<file path="config.mk">
export PLATFORM = sky130hd
export DESIGN_NAME = mem_port_arbiter_flat
export DESIGN_NICKNAME = d
export VERILOG_FILES = /design/src/rtl/mem_port_arbiter_pkg.sv /design/src/rtl/mem_port_arbiter_if.sv /design/src/rtl/mem_port_arbiter_counter.sv /design/src/rtl/mem_port_arbiter.sv /design/src/flat_wrapper.sv
export SDC_FILE = /design/constraint.sdc
export NUM_CORES = 1
export LEC_CHECK = 0
export ABC_CLOCK_PERIOD_IN_PS = 2200
export CAP_MARGIN = 0
export CORE_MARGIN = 8
export CORE_UTILIZATION = 40
export CTS_CLUSTER_DIAMETER = 120
export CTS_CLUSTER_SIZE = 40
export DETAILED_ROUTE_END_ITERATION = 10
export GPL_TIMING_DRIVEN = 0
export PLACE_DENSITY = 0.8
export SLEW_MARGIN = 15
export SYNTH_ARGS = -nofsm -noshare
export SYNTH_HDL_FRONTEND = slang
export SYNTH_HIERARCHICAL = 1
export SYNTH_SLANG_ARGS = --single-unit
</file>
<file path="constraint.sdc">
create_clock -name clk -period 2.2 [get_ports clk]
set_input_delay 0.66 -clock clk [delete_from_list [all_inputs] [get_ports clk]]
set_output_delay 0.66 -clock clk [all_outputs]
set_load 0.01 [all_outputs]
</file>
<file path="src/rtl/mem_port_arbiter_pkg.sv">
// Shared types for the memory port arbiter: FSM states, RW encoding,
// requester ids and the round-robin grant decision.
package mem_arb_pkg;

    typedef enum logic [1:0] {
        IDLE   = 2'd0,
        ACCESS = 2'd1,
        DONE   = 2'd2
    } state_t;

    localparam logic RW_READ  = 1'b0;
    localparam logic RW_WRITE = 1'b1;

    typedef enum logic {
        REQ_IF = 1'b0,
        REQ_DM = 1'b1
    } req_id_t;

    // On a tie the requester that was not served last wins.
    function automatic req_id_t pick_grant(input logic if_req, input logic dm_req,
                                           input req_id_t last_gnt);
        req_id_t winner;
        if (if_req && dm_req) begin
            if (last_gnt == REQ_IF) winner = REQ_DM;
            else                    winner = REQ_IF;
        end else if (dm_req) begin
            winner = REQ_DM;
        end else begin
            winner = REQ_IF;
        end
        return winner;
    endfunction

endpackage

</file>
<file path="src/rtl/mem_port_arbiter_if.sv">
// Requester, memory and debug signals of the memory port arbiter.
// Handshake: a requester raises req with stable addr/data and holds it until
// its one-cycle done pulse; the memory answers a held mem_enable with mem_moc.
interface mem_port_arbiter_if #(
    parameter int ADDR_W = 32,
    parameter int DATA_W = 32
);
    import mem_arb_pkg::*;

    logic              if_req;
    logic [ADDR_W-1:0] if_addr;
    logic              if_done;
    logic [DATA_W-1:0] if_rdata;

    logic              dm_req;
    logic              dm_rw;
    logic              dm_byte;
    logic [ADDR_W-1:0] dm_addr;
    logic [DATA_W-1:0] dm_wdata;
    logic              dm_done;
    logic [DATA_W-1:0] dm_rdata;

    logic              mem_enable;
    logic              mem_rw;
    logic              mem_byte;
    logic [ADDR_W-1:0] mem_addr;
    logic [DATA_W-1:0] mem_wdata;
    logic [DATA_W-1:0] mem_rdata;
    logic              mem_moc;

    logic              err_timeout;
    state_t            dbg_state;

    modport master (
        output if_req, if_addr, dm_req, dm_rw, dm_byte, dm_addr, dm_wdata,
               mem_rdata, mem_moc,
        input  if_done, if_rdata, dm_done, dm_rdata, mem_enable, mem_rw,
               mem_byte, mem_addr, mem_wdata, err_timeout, dbg_state
    );

    modport slave (
        input  if_req, if_addr, dm_req, dm_rw, dm_byte, dm_addr, dm_wdata,
               mem_rdata, mem_moc,
        output if_done, if_rdata, dm_done, dm_rdata, mem_enable, mem_rw,
               mem_byte, mem_addr, mem_wdata, err_timeout, dbg_state
    );

endinterface

</file>
<file path="src/rtl/mem_port_arbiter_counter.sv">
// MOC watchdog: counts cycles while enabled and flags the last allowed cycle.
module mem_timeout_counter #(
    parameter int TIMEOUT = 15
) (
    input  logic clk,
    input  logic reset,
    input  logic clear,
    input  logic enable,
    output logic expired
);
    localparam int CW = (TIMEOUT > 1) ? $clog2(TIMEOUT) : 1;

    logic [CW-1:0] count;

    always_ff @(posedge clk) begin
        if (!reset || clear) begin
            count <= '0;
        end else if (enable) begin
            count <= count + 1'b1;
        end
    end

    assign expired = (count == CW'(TIMEOUT - 1));

endmodule

</file>
<file path="src/rtl/mem_port_arbiter.sv">
// Shares one memory port between instruction fetch and data access with
// round-robin tie breaking and a MOC watchdog.
module mem_port_arbiter
    import mem_arb_pkg::*;
#(
    parameter int ADDR_W  = 32,
    parameter int DATA_W  = 32,
    parameter int TIMEOUT = 15
) (
    input  logic                clk,
    input  logic                reset,
    mem_port_arbiter_if.slave   bus
);

    state_t            state;
    req_id_t           last_gnt;
    req_id_t           gnt;
    req_id_t           pick;

    logic              mem_enable;
    logic              mem_rw;
    logic              mem_byte;
    logic [ADDR_W-1:0] mem_addr;
    logic [DATA_W-1:0] mem_wdata;
    logic              if_done;
    logic              dm_done;
    logic [DATA_W-1:0] if_rdata;
    logic [DATA_W-1:0] dm_rdata;
    logic              err_timeout;

    logic              expired;
    logic              cnt_clear;
    logic              cnt_enable;

    assign pick       = pick_grant(bus.if_req, bus.dm_req, last_gnt);
    assign cnt_enable = (state == ACCESS);
    assign cnt_clear  = (state != ACCESS) || bus.mem_moc || expired;

    mem_timeout_counter #(.TIMEOUT(TIMEOUT)) u_timeout (
        .clk     (clk),
        .reset   (reset),
        .clear   (cnt_clear),
        .enable  (cnt_enable),
        .expired (expired)
    );

    always_ff @(posedge clk) begin
        if (!reset) begin
            state       <= IDLE;
            last_gnt    <= REQ_IF;
            gnt         <= REQ_IF;
            mem_enable  <= 1'b0;
            mem_rw      <= RW_READ;
            mem_byte    <= 1'b0;
            mem_addr    <= '0;
            mem_wdata   <= '0;
            if_done     <= 1'b0;
            dm_done     <= 1'b0;
            if_rdata    <= '0;
            dm_rdata    <= '0;
            err_timeout <= 1'b0;
        end else begin
            case (state)
                IDLE: begin
                    if_done     <= 1'b0;
                    dm_done     <= 1'b0;
                    err_timeout <= 1'b0;
                    if (bus.if_req || bus.dm_req) begin
                        gnt        <= pick;
                        last_gnt   <= pick;
                        mem_enable <= 1'b1;
                        state      <= ACCESS;
                        if (pick == REQ_DM) begin
                            mem_rw    <= bus.dm_rw;
                            mem_byte  <= bus.dm_byte;
                            mem_addr  <= bus.dm_addr;
                            mem_wdata <= bus.dm_wdata;
                        end else begin
                            // Fetches are always word reads.
                            mem_rw    <= RW_READ;
                            mem_byte  <= 1'b0;
                            mem_addr  <= bus.if_addr;
                            mem_wdata <= '0;
                        end
                    end
                end
                ACCESS: begin
                    // MOC takes priority over a watchdog expiry in the same cycle.
                    if (bus.mem_moc) begin
                        mem_enable <= 1'b0;
                        state      <= DONE;
                        if (gnt == REQ_DM) begin
                            dm_done <= 1'b1;
                            if (mem_rw == RW_READ) dm_rdata <= bus.mem_rdata;
                        end else begin
                            if_done <= 1'b1;
                            if (mem_rw == RW_READ) if_rdata <= bus.mem_rdata;
                        end
                    end else if (expired) begin
                        mem_enable  <= 1'b0;
                        err_timeout <= 1'b1;
                        state       <= DONE;
                        if (gnt == REQ_DM) begin
                            dm_done <= 1'b1;
                            if (mem_rw == RW_READ) dm_rdata <= '0;
                        end else begin
                            if_done <= 1'b1;
                            if (mem_rw == RW_READ) if_rdata <= '0;
                        end
                    end
                end
                DONE: begin
                    if_done     <= 1'b0;
                    dm_done     <= 1'b0;
                    err_timeout <= 1'b0;
                    state       <= IDLE;
                end
                default: begin
                    state <= IDLE;
                end
            endcase
        end
    end

    assign bus.mem_enable  = mem_enable;
    assign bus.mem_rw      = mem_rw;
    assign bus.mem_byte    = mem_byte;
    assign bus.mem_addr    = mem_addr;
    assign bus.mem_wdata   = mem_wdata;
    assign bus.if_done     = if_done;
    assign bus.dm_done     = dm_done;
    assign bus.if_rdata    = if_rdata;
    assign bus.dm_rdata    = dm_rdata;
    assign bus.err_timeout = err_timeout;
    assign bus.dbg_state   = state;

endmodule
</file>
<file path="src/flat_wrapper.sv">
// flat-port wrapper written by rule: the top's interface ports become plain ports
module mem_port_arbiter_flat import mem_arb_pkg::*;
#(
    parameter int ADDR_W  = 32,
    parameter int DATA_W  = 32,
    parameter int TIMEOUT = 15
)
  (clk, reset, bus_if_req, bus_if_addr, bus_dm_req, bus_dm_rw, bus_dm_byte, bus_dm_addr, bus_dm_wdata, bus_mem_rdata, bus_mem_moc, bus_if_done, bus_if_rdata, bus_dm_done, bus_dm_rdata, bus_mem_enable, bus_mem_rw, bus_mem_byte, bus_mem_addr, bus_mem_wdata, bus_err_timeout, bus_dbg_state);
  mem_port_arbiter_if #(.ADDR_W(ADDR_W), .DATA_W(DATA_W)) bus_i ();
  input  logic clk;
  input  logic reset;
  input wire logic [$bits(bus_i.if_req)-1:0] bus_if_req;
  input wire logic [$bits(bus_i.if_addr)-1:0] bus_if_addr;
  input wire logic [$bits(bus_i.dm_req)-1:0] bus_dm_req;
  input wire logic [$bits(bus_i.dm_rw)-1:0] bus_dm_rw;
  input wire logic [$bits(bus_i.dm_byte)-1:0] bus_dm_byte;
  input wire logic [$bits(bus_i.dm_addr)-1:0] bus_dm_addr;
  input wire logic [$bits(bus_i.dm_wdata)-1:0] bus_dm_wdata;
  input wire logic [$bits(bus_i.mem_rdata)-1:0] bus_mem_rdata;
  input wire logic [$bits(bus_i.mem_moc)-1:0] bus_mem_moc;
  output wire logic [$bits(bus_i.if_done)-1:0] bus_if_done;
  output wire logic [$bits(bus_i.if_rdata)-1:0] bus_if_rdata;
  output wire logic [$bits(bus_i.dm_done)-1:0] bus_dm_done;
  output wire logic [$bits(bus_i.dm_rdata)-1:0] bus_dm_rdata;
  output wire logic [$bits(bus_i.mem_enable)-1:0] bus_mem_enable;
  output wire logic [$bits(bus_i.mem_rw)-1:0] bus_mem_rw;
  output wire logic [$bits(bus_i.mem_byte)-1:0] bus_mem_byte;
  output wire logic [$bits(bus_i.mem_addr)-1:0] bus_mem_addr;
  output wire logic [$bits(bus_i.mem_wdata)-1:0] bus_mem_wdata;
  output wire logic [$bits(bus_i.err_timeout)-1:0] bus_err_timeout;
  output wire logic [$bits(bus_i.dbg_state)-1:0] bus_dbg_state;
  assign bus_i.if_req = bus_if_req;
  assign bus_i.if_addr = bus_if_addr;
  assign bus_i.dm_req = bus_dm_req;
  assign bus_i.dm_rw = bus_dm_rw;
  assign bus_i.dm_byte = bus_dm_byte;
  assign bus_i.dm_addr = bus_dm_addr;
  assign bus_i.dm_wdata = bus_dm_wdata;
  assign bus_i.mem_rdata = bus_mem_rdata;
  assign bus_i.mem_moc = bus_mem_moc;
  assign bus_if_done = bus_i.if_done;
  assign bus_if_rdata = bus_i.if_rdata;
  assign bus_dm_done = bus_i.dm_done;
  assign bus_dm_rdata = bus_i.dm_rdata;
  assign bus_mem_enable = bus_i.mem_enable;
  assign bus_mem_rw = bus_i.mem_rw;
  assign bus_mem_byte = bus_i.mem_byte;
  assign bus_mem_addr = bus_i.mem_addr;
  assign bus_mem_wdata = bus_i.mem_wdata;
  assign bus_err_timeout = bus_i.err_timeout;
  assign bus_dbg_state = bus_i.dbg_state;
  mem_port_arbiter #(.ADDR_W(ADDR_W), .DATA_W(DATA_W), .TIMEOUT(TIMEOUT)) u_core (.clk(clk), .reset(reset), .bus(bus_i));
endmodule
</file>
Word-level counts from Yosys, hierarchy flattened
Index checks and enable logic that the tools add are counted.
{"block": "word_totals", "reg_bits": 141, "latch_bits": 0, "ramBits": 0, "rom_bits": 0, "in_bits": 135, "out_inout_bits": 136, "word_cells": 78, "memories": 0}
{"block": "op_classes", "n_addsub": 1, "mul": 0, "div": 0, "magnitude_cmp": 0, "n_eq_ne": 8, "shift": 0, "mux": 36, "bitwise": 2, "reduce_logical": 18}
{"op": "32-bit two-way mux", "n": 12}
{"op": "1-bit two-way mux", "n": 16}
{"op": "1-bit one-hot mux with 2 select lines", "n": 4}
{"op": "4-bit AND reduction", "n": 2}
{"op": "2-bit two-way mux", "n": 3}
{"op": "2-bit by 1-bit != test with 1-bit output (second input constant)", "n": 3}
{"op": "2-bit AND reduction", "n": 3}
{"op": "3-bit AND reduction", "n": 2}
{"op": "2-bit nonzero test", "n": 3}
{"op": "4-bit by 1-bit adder with 4-bit output (second input constant)", "n": 1}
{"op": "4-bit == test (second input constant)", "n": 1}
{"op": "1-bit logical OR", "n": 4}
{"op": "2-bit one-hot mux with 2 select lines", "n": 1}
{"op": "3-bit by 2-bit != test with 1-bit output (second input constant)", "n": 1}
{"op": "2-bit by 1-bit == test with 1-bit output (second input constant)", "n": 1}
{"op": "2-bit == test (second input constant)", "n": 1}
{"op": "2-bit logical NOT", "n": 1}
{"op": "2-bit != test (second input constant)", "n": 1}
{"op": "1-bit NOT", "n": 2}
{"op": "2-bit OR reduction", "n": 1}
{"op": "1-bit logical AND", "n": 1}
{"op": "1-bit logical NOT", "n": 1}

Longest topological paths before layout
Gate-level depths: netlist of the first run.
{"block": "logic_depth", "depth_word": 4, "ltp_mapped": 8, "ltp_nobuf": 7}

Hierarchy
The synthesis of the first run kept the hierarchy.
{"module": "mem_port_arbiter", "n_inst": 1, "cells_per_inst": 542, "area_each_um2": 5240.0, "seq_area_each_um2": 2742.6}
{"module": "mem_timeout_counter", "n_inst": 1, "cells_per_inst": 20, "area_each_um2": 200.2, "seq_area_each_um2": 80.1}

Least setup slack after synthesis of the first run
No wires, ideal clock.
{"block": "synth_timing", "kind": "in2reg", "from": "input port bus_mem_moc", "to": "register u_core.if_rdata[10] (netlist: u_core/bus.if_rdata[10])", "setup_time_ns": 0.119, "t_arrival_ns": 1.707, "required_ns": 2.081, "slack_ns": 0.375, "cell_stages": 6, "path_buffers": 3, "path_cell_list": "buf_2 nor2_1 or4_4 buf_6 buf_12 mux2i_1"}
{"block": "synth_between", "elab_chain_cells": 2, "word_cells_on_any_way": 3, "cone_classes": "mux (1); reduce/logical (2)"}
{"item": "start: declaration", "line_no": "flat_wrapper.sv:20", "rtl": "input wire logic [$bits(bus_i.mem_moc)-1:0] bus_mem_moc;"}
{"item": "2-bit nonzero test (no line)"}
{"item": "4-bit AND reduction (no line)"}
{"item": "end signal: assignment", "line_no": "mem_port_arbiter.sv:97", "rtl": "if (mem_rw == RW_READ) if_rdata <= bus.mem_rdata;"}
{"item": "end: declaration", "line_no": "mem_port_arbiter.sv:27", "rtl": "logic [DATA_W-1:0] if_rdata;"}
Several ways; a longest one is shown, not always the timed one.
A chain may end at the register's enable or synchronous reset.

Worst setup path after layout of the first run
{"block": "layout_timing", "from": "register u_core.state[1] (netlist: u_core/bus.dbg_state[1])", "to": "output port bus_dbg_state[1]"}
{"item": "start: declaration", "line_no": "mem_port_arbiter.sv:15", "rtl": "state_t state;"}
{"item": "start signal: assignment", "line_no": "mem_port_arbiter.sv:49", "rtl": "state <= IDLE;"}
{"item": "start signal: assignment", "line_no": "mem_port_arbiter.sv:72", "rtl": "state <= ACCESS;"}
{"item": "start signal: assignment", "line_no": "mem_port_arbiter.sv:91", "rtl": "state <= DONE;"}
{"item": "end: declaration", "line_no": "flat_wrapper.sv:31", "rtl": "output wire logic [$bits(bus_i.dbg_state)-1:0] bus_dbg_state;"}
No word-level cell between the ends.

==> results of run 1 <==
through the flow:
step | util | instance area (sq um) | hold WS, ns
floorplan | - | 5440 | 0.469
finish | 0.681 | 9020 | 0.458
global placement | 0.631 | 8350 | 0.444
global route | 0.681 | 9020 | 0.480
CTS | 0.680 | 9010 | 0.461
detailed placement | 0.631 | 8350 | 0.453
flip-flops by register name (all words and copies together) (netlist names):
register                flops
u_core/bus.mem_wdata       32
u_core/bus.if_done          1
u_core/bus.dbg_state        2
u_core/u_timeout/count      4
u_core/bus.dm_rdata        32
u_core/bus.mem_enable       1
u_core/bus.mem_byte         1
u_core/bus.mem_rw           1
u_core/bus.dm_done          1
u_core/bus.if_rdata        32
u_core/bus.mem_addr        32
u_core/bus.err_timeout      1
u_core/gnt                  1
timing repair:
| item | in CTS | in global routing |
|---|---|---|
| endpoints found under the hold margin | 0 | 0 |
| resized for setup | 0 | 15 |
| buffers inserted | 0 | 0 |
| setup endpoints to repair | 0 | 65 |
metal layers:
metal | wire, um | global-route usage
met1 | 7400 | 0.221
met2 | 9640 | 0.380
met3 | 2080 | 0.106
met4 | 206 | 0.0580
met5 | 0 | 0
synth_stat cells, drive strengths merged (2+ instances only):
cell type / n / area share
dfxtp: 141 / 0.52
or2: 2 / 0.0023
nand3: 32 / 0.029
inv: 3 / 0.0021
a21bo: 2 / 0.0037
a21oi: 39 / 0.037
mux2i: 65 / 0.12
ha: 2 / 0.0046
nand2b: 2 / 0.0037
a311oi: 33 / 0.053
nor2: 9 / 0.0062
nand3b: 2 / 0.0028
clkbuf: 29 / 0.020
a22o: 34 / 0.055
nand2: 132 / 0.091
buf: 22 / 0.031
cell type report:
cell class	count	area [sq um]	share of cell area
Inverter	3	11.3	0.00125
Timing Repair Buffer	269	2700	0.299
Tap cell	176	220	0.0244
Clock inverter	11	189	0.0209
Clock buffer	20	467	0.0517
Multi-Input combinational cell	367	2330	0.258
Buffer	51	285	0.0316
Sequential cell	141	2820	0.313
cell usage in the layout, fill, tap and decap left out, drive strengths merged, types with 3 or more instances in the layout:
master and instances:
clkdlybuf4s50 268, dfxtp 141, nand2 132, mux2i 65
clkbuf 49, a21oi 39, a22o 34, a311oi 33
nand3 32, buf 22, nor2 9, bufinv 5
clkinv 4, inv 3
logic make-up after synthesis:
kind of cell / after synthesis
AND/OR/NAND/NOR: 187
AO/OA/AOI/OAI: 112
buffers and inverters: 54
XOR/XNOR: 1
adder cells (fa/ha/maj): 2
flip-flops: 141
multiplexers: 65
final timing paths:
path,endpoint,startpoint,slack [ns],cells past startpoint
worst max-delay path,bus_dbg_state[1],u_core/bus.dbg_state[1],0.07,1
worst min-delay path,u_core/bus.dm_rdata[7],u_core/bus.dm_rdata[7],0.46,2
worst max register to register,u_core/bus.dm_rdata[20],u_core/u_timeout/count[0],0.21,7
worst min register to register,u_core/bus.dm_rdata[7],u_core/bus.dm_rdata[7],0.46,2
power breakdown:
group,switching (W),internal (W)
registers,0.0000803,0.00269
logic,0.000509,0.000625
clock network,0.00105,0.00209
==> flow_summary.toml, run 1 <==
[final_layout]
n_fill_cell = 1030
drive_gt1_frac = 0.0777
finalNonFillerCells = 1038
finalNetCount = 987
synthToLayoutAreaGrowth_pct = 65.8
antennaDiodeCount = 0

[floorplan]
die_w_um = 133
top_level_ports = 271
initial_core_util = 0.411
die-area_sq_um = 17600
die_h_um = 133
core-area_sq_um = 13200
row_count = 42

[yosys]
syn_nets = 699
synthFlopType = "dfxtp_1"
synth_xor_area_frac = 0.00161
synth.area.mux_share = 0.120
synth-compound-area-share = 0.153
syn_area_sq_um = 5440
yosysSeqAreaShare = 0.519
synth-seq-cells = 141
synth_edf_count = 0
synth_cell_types = 38
ys.warnings.count = 6
syn_area_per_cell_sq_um = 9.68
synthSimpleGateAreaFrac = 0.149
synthArstFlopShare = 0
syn_inst = 562
synth_fa_ha_area_frac = 0.00460
synth_top_family_by_area = "compound AO/OA/AOI/OAI gates"

[global_routing]
antenna_found_initial = 0
grt_pass1_vias = 5749
grt_max_degree = 17
grtUsageTotal = 0.215
grt_overflow = 0
grt_pass1_wl_mm = 30.3

[place]
port_buffers = 269
place_ws_ns = -0.441
gp_congestion = 0.896
dp_hpwl_mm = 15.6
dp.cells = 1007

[drt]
drt_iter0_drc = 178
wl_per_cell_um = 18.6
drt_wl_total_mm = 19.3
via_per_inst = 5.16
num_vias = 5359
ant_nets = 0
drc = 0
firstDrtPassIters = 7

[sta]
min_period_ns = 2.13
fin_tns_setup_ns = 0
drv_slew = 0
setup_ws_ns = 0.0657
max_freq_mhz = 469
hold_viol = 0
worst_pin_slew_ns = 0.491
setup_viol = 0
slew_headroom = 0.673
rsz0062_at_grt = "false"
finalCritPeriodShare = 0.970
finClkSkew_ns = 0.00858

[clocking]
postCtsHoldBufs = 0
cts_buffers = 17
h-tree-depth = 4
worstSkewPairLatency_ns = 0.41
cts_tree = "yes"
path_clk_slew_ns = 0.06
cts-root-buf = "clkbuf_16"
clock_sinks = 141
clockBufferDepth = 2

[critical_path]
cp-start-kind = "flop"
endpoint_kind = "output port"
crit_fanout = 5
arrival_ns = 1.47
cp.required_ns = 1.54
slowest_delay_ns = 0.66
crit_family = "buffers and inverters"
crit_slowest_cell = "clkdlybuf4s50_1"
path_class = "flop to output port"
crit_chain = "clkdlybuf4s50_1"
critPathBufInv = 1

[status]
status = "complete, no violations"

[power]
p_total_w = 0.00705
p_per_area_nw_per_um2 = 782
ir_drop_mv = 0.496
leakage_nw = 3.53

[run]
maxCapViolations = 0

[min_path]
holdCritPathClass = "flop to flop"
Note: power is estimated with default switching activity, not from simulation.
==> run 2: changes to the inputs <==
--- a/config.mk
+++ b/config.mk
@@ -7,6 +7,7 @@
 export LEC_CHECK = 0
 export ABC_CLOCK_PERIOD_IN_PS = 2200
 export CAP_MARGIN = 0
+export CORE_ASPECT_RATIO = 1.1
 export CORE_MARGIN = 8
 export CORE_UTILIZATION = 40
 export CTS_CLUSTER_DIAMETER = 120
==> flow_summary.toml, run 2 (synthesis results as in run 1) <==
[status]
status = "complete, no violations"

[clocking]
clock_sinks = 141
cts_buffers = 17
clockBufferDepth = 2
post_cts_buffers = 0
cts_tree = "yes"
cts-root-buf = "clkbuf_16"
postCtsHoldBufs = 0
h-tree-depth = 4
path_clk_slew_ns = 0.06
worstSkewPairLatency_ns = 0.41

[power]
p_sw_w = 0.00175
leakage_nw = 3.50
p_seq_frac = 0.410
combPwrFrac = 0.168
internal_power_w = 0.00501
p_per_area_nw_per_um2 = 755
pwr-share-clk = 0.421
power.share.switching = 0.259
ir_drop_mv = 0.438

[global_routing]
grt_max_degree = 17
grtUsageTotal = 0.215
antenna_found_initial = 0
grt_pass1_vias = 5525
grt_pass1_wl_mm = 30.4
grt_overflow = 0

[drt]
firstDrtPassIters = 5
ant_nets = 0
drt_wl_total_mm = 19.7
wl_per_cell_um = 18.8
drc = 0
drt_iter0_drc = 303
num_vias = 5371
via_per_inst = 5.13

[critical_path]
cp-start-kind = "input pin"
cp.required_ns = 2.56
r2r_slack_ns = 0.20
critPathBufInv = 4
crit_slowest_cell = "clkdlybuf4s50_1"
reg2reg_from = "u_core/u_timeout/count[0]"
crit_family = "buffers and inverters"
path_class = "input pin to flop"
worst_path_most_repeated_cell = "buf_2"
endpoint_kind = "flop"
r2r-end = "u_core/bus.if_rdata[24]"
crit_fanout = 10
slowest_delay_ns = 0.52
arrival_ns = 2.46
crit_chain = "clkdlybuf4s50_1, buf_2, and4_1, clkbuf_1, buf_2, a22o_1"
rr_worst_depth = 8

[place]
dpl_cell_area_sq_um = 8360
port_buffers = 269
dp_hpwl_mm = 15.6
gp_congestion = 0.812

[sta]
finClkSkew_ns = 0.0106
slew_headroom = 0.602
rsz0062_at_grt = "true"
worst_pin_slew_ns = 0.597
drv_slew = 0
max_freq_mhz = 476
finalCritPeriodShare = 0.955
hold_slack_ns = 0.459
hold_viol = 0
min_period_ns = 2.10
setup_viol = 0

[final_layout]
final_cell_mix = "clkdlybuf4s50_1 (268), dfxtp_1 (141), nand2_1 (132)"
antennaDiodeCount = 0
layout_commonest_cell = "clkdlybuf4s50_1"
finalNetCount = 987
stdcell_area_sq_um = 8960
fin_util = 0.675
synthToLayoutAreaGrowth_pct = 64.7
drive_gt1_frac = 0.0742

[min_path]
holdCritPathClass = "flop to flop"
min_to = "u_core/bus.if_rdata[9]"
hold_path_depth = 2
hp-start = "u_core/bus.if_rdata[9]"

[floorplan]
row_count = 44
die_w_um = 127
die_h_um = 138
initial_core_util = 0.410
core-area_sq_um = 13300
die-area_sq_um = 17600
top_level_ports = 271

[run]
maxCapViolations = 0
==> run 2: changes by cell type in the layout (fill, tap and decap cells not counted) <==
cell / delta
clkinv_4: +1
clkinv_2: -1
inv_6: +5
clkbuf_1: +4
inv_8: +1
bufinv_16: -3
clkbuf_8: -3
clkbuf_2: -3
==> run 2: final cells by class <==
| class | count | area (sq um) |
|---|---|---|
| clock buffer | 18 | 429 |
| inverter | 3 | 11.3 |
| tap | 184 | 230 |
| fill | 1045 | 4310 |
| sequential | 141 | 2820 |
| clock inverter | 14 | 158 |
| timing repair buffer | 269 | 2700 |
| buffer | 51 | 282 |
| multi-input combinational | 367 | 2330 |
==> run 2: worst max path at each step <==
| stage | startpoint | endpoint | slack [ns] | depth (start not counted) |
|---|---|---|---|---|
| 5_1_grt | reset | u_core/bus.mem_byte | -0.01 | 6 |
| 4_1_cts | reset | u_core/bus.mem_wdata[6] | 0.006 | 6 |
| 2_1_floorplan | bus_mem_moc | u_core/bus.if_rdata[10] | 0.37 | 6 |
| 3_3_place_gp | reset | u_core/bus.mem_wdata[5] | -0.40 | 6 |
| 3_5_place_dp | reset | u_core/bus.mem_wdata[11] | -0.43 | 6 |
| 6_report | reset | u_core/bus.mem_wdata[26] | 0.1 | 6 |
==> run 2: power groups by stage <==
| stage | logic [W] | clock network (W) | registers (W) |
|---|---|---|---|
| after floorplan | 0.000417 | 0 | 0.00288 |
| after global placement | 0.00111 | 0 | 0.00282 |
| after detailed placement | 0.00113 | 0 | 0.00283 |
| after CTS | 0.00114 | 0.00290 | 0.00277 |
| after global routing | 0.00121 | 0.00302 | 0.00279 |
| final | 0.00114 | 0.00285 | 0.00277 |
==> run 2: worst reg2reg max path, cell delays in order (launching register included) <==
cell and delay (ns):
dfxtp_1 0.41, inv_1 0.07, ha_1 0.19, and3_1 0.21, nor2_1 0.34, or4_4 0.21, buf_6 0.14, buf_12 0.15
mux2i_1 0.21
==> run 2: per-stage QoR <==
step | total power (W) | worst slack [ns] | instances | TNS [ns]
6_report | 0.00676 | 0.0998 | 1047 | 0
5_1_grt | 0.00702 | -0.0112 | 1047 | -0.0161
4_1_cts | 0.00681 | 0.00623 | 1047 | 0
3_5_place_dp | 0.00396 | -0.429 | 1015 | -30.53
3_3_place_gp | 0.00393 | -0.402 | 1015 | -25.67
2_1_floorplan | 0.00330 | 0.375 | 562 | 0
==> run 2: metal layers <==
| metal | vias up | wire length [um] | GRT usage |
|---|---|---|---|
| met5 | - | 0 | 0 |
| met2 | 265 | 9610 | 0.377 |
| met3 | 21 | 2170 | 0.0965 |
| met1 | 2517 | 7660 | 0.230 |
| li1 | 2568 | - | - |
| met4 | 0 | 219 | 0.0545 |
==> run 2: repair_timing <==
action / 4_1_cts / 5_1_grt
resized for setup: 0 / 9
endpoints found under the hold margin: 0 / 0
setup endpoints to repair: 0 / 39
==> run 3: changes to the inputs <==
--- a/config.mk
+++ b/config.mk
@@ -11,7 +11,7 @@
 export CORE_MARGIN = 8
 export CORE_UTILIZATION = 40
 export CTS_CLUSTER_DIAMETER = 120
-export CTS_CLUSTER_SIZE = 40
+export CTS_CLUSTER_SIZE = 25
 export DETAILED_ROUTE_END_ITERATION = 10
 export GPL_TIMING_DRIVEN = 0
 export PLACE_DENSITY = 0.8
==> results of run 3 <==
No change in the layout: final DEF, timing and power equal those of run 2.
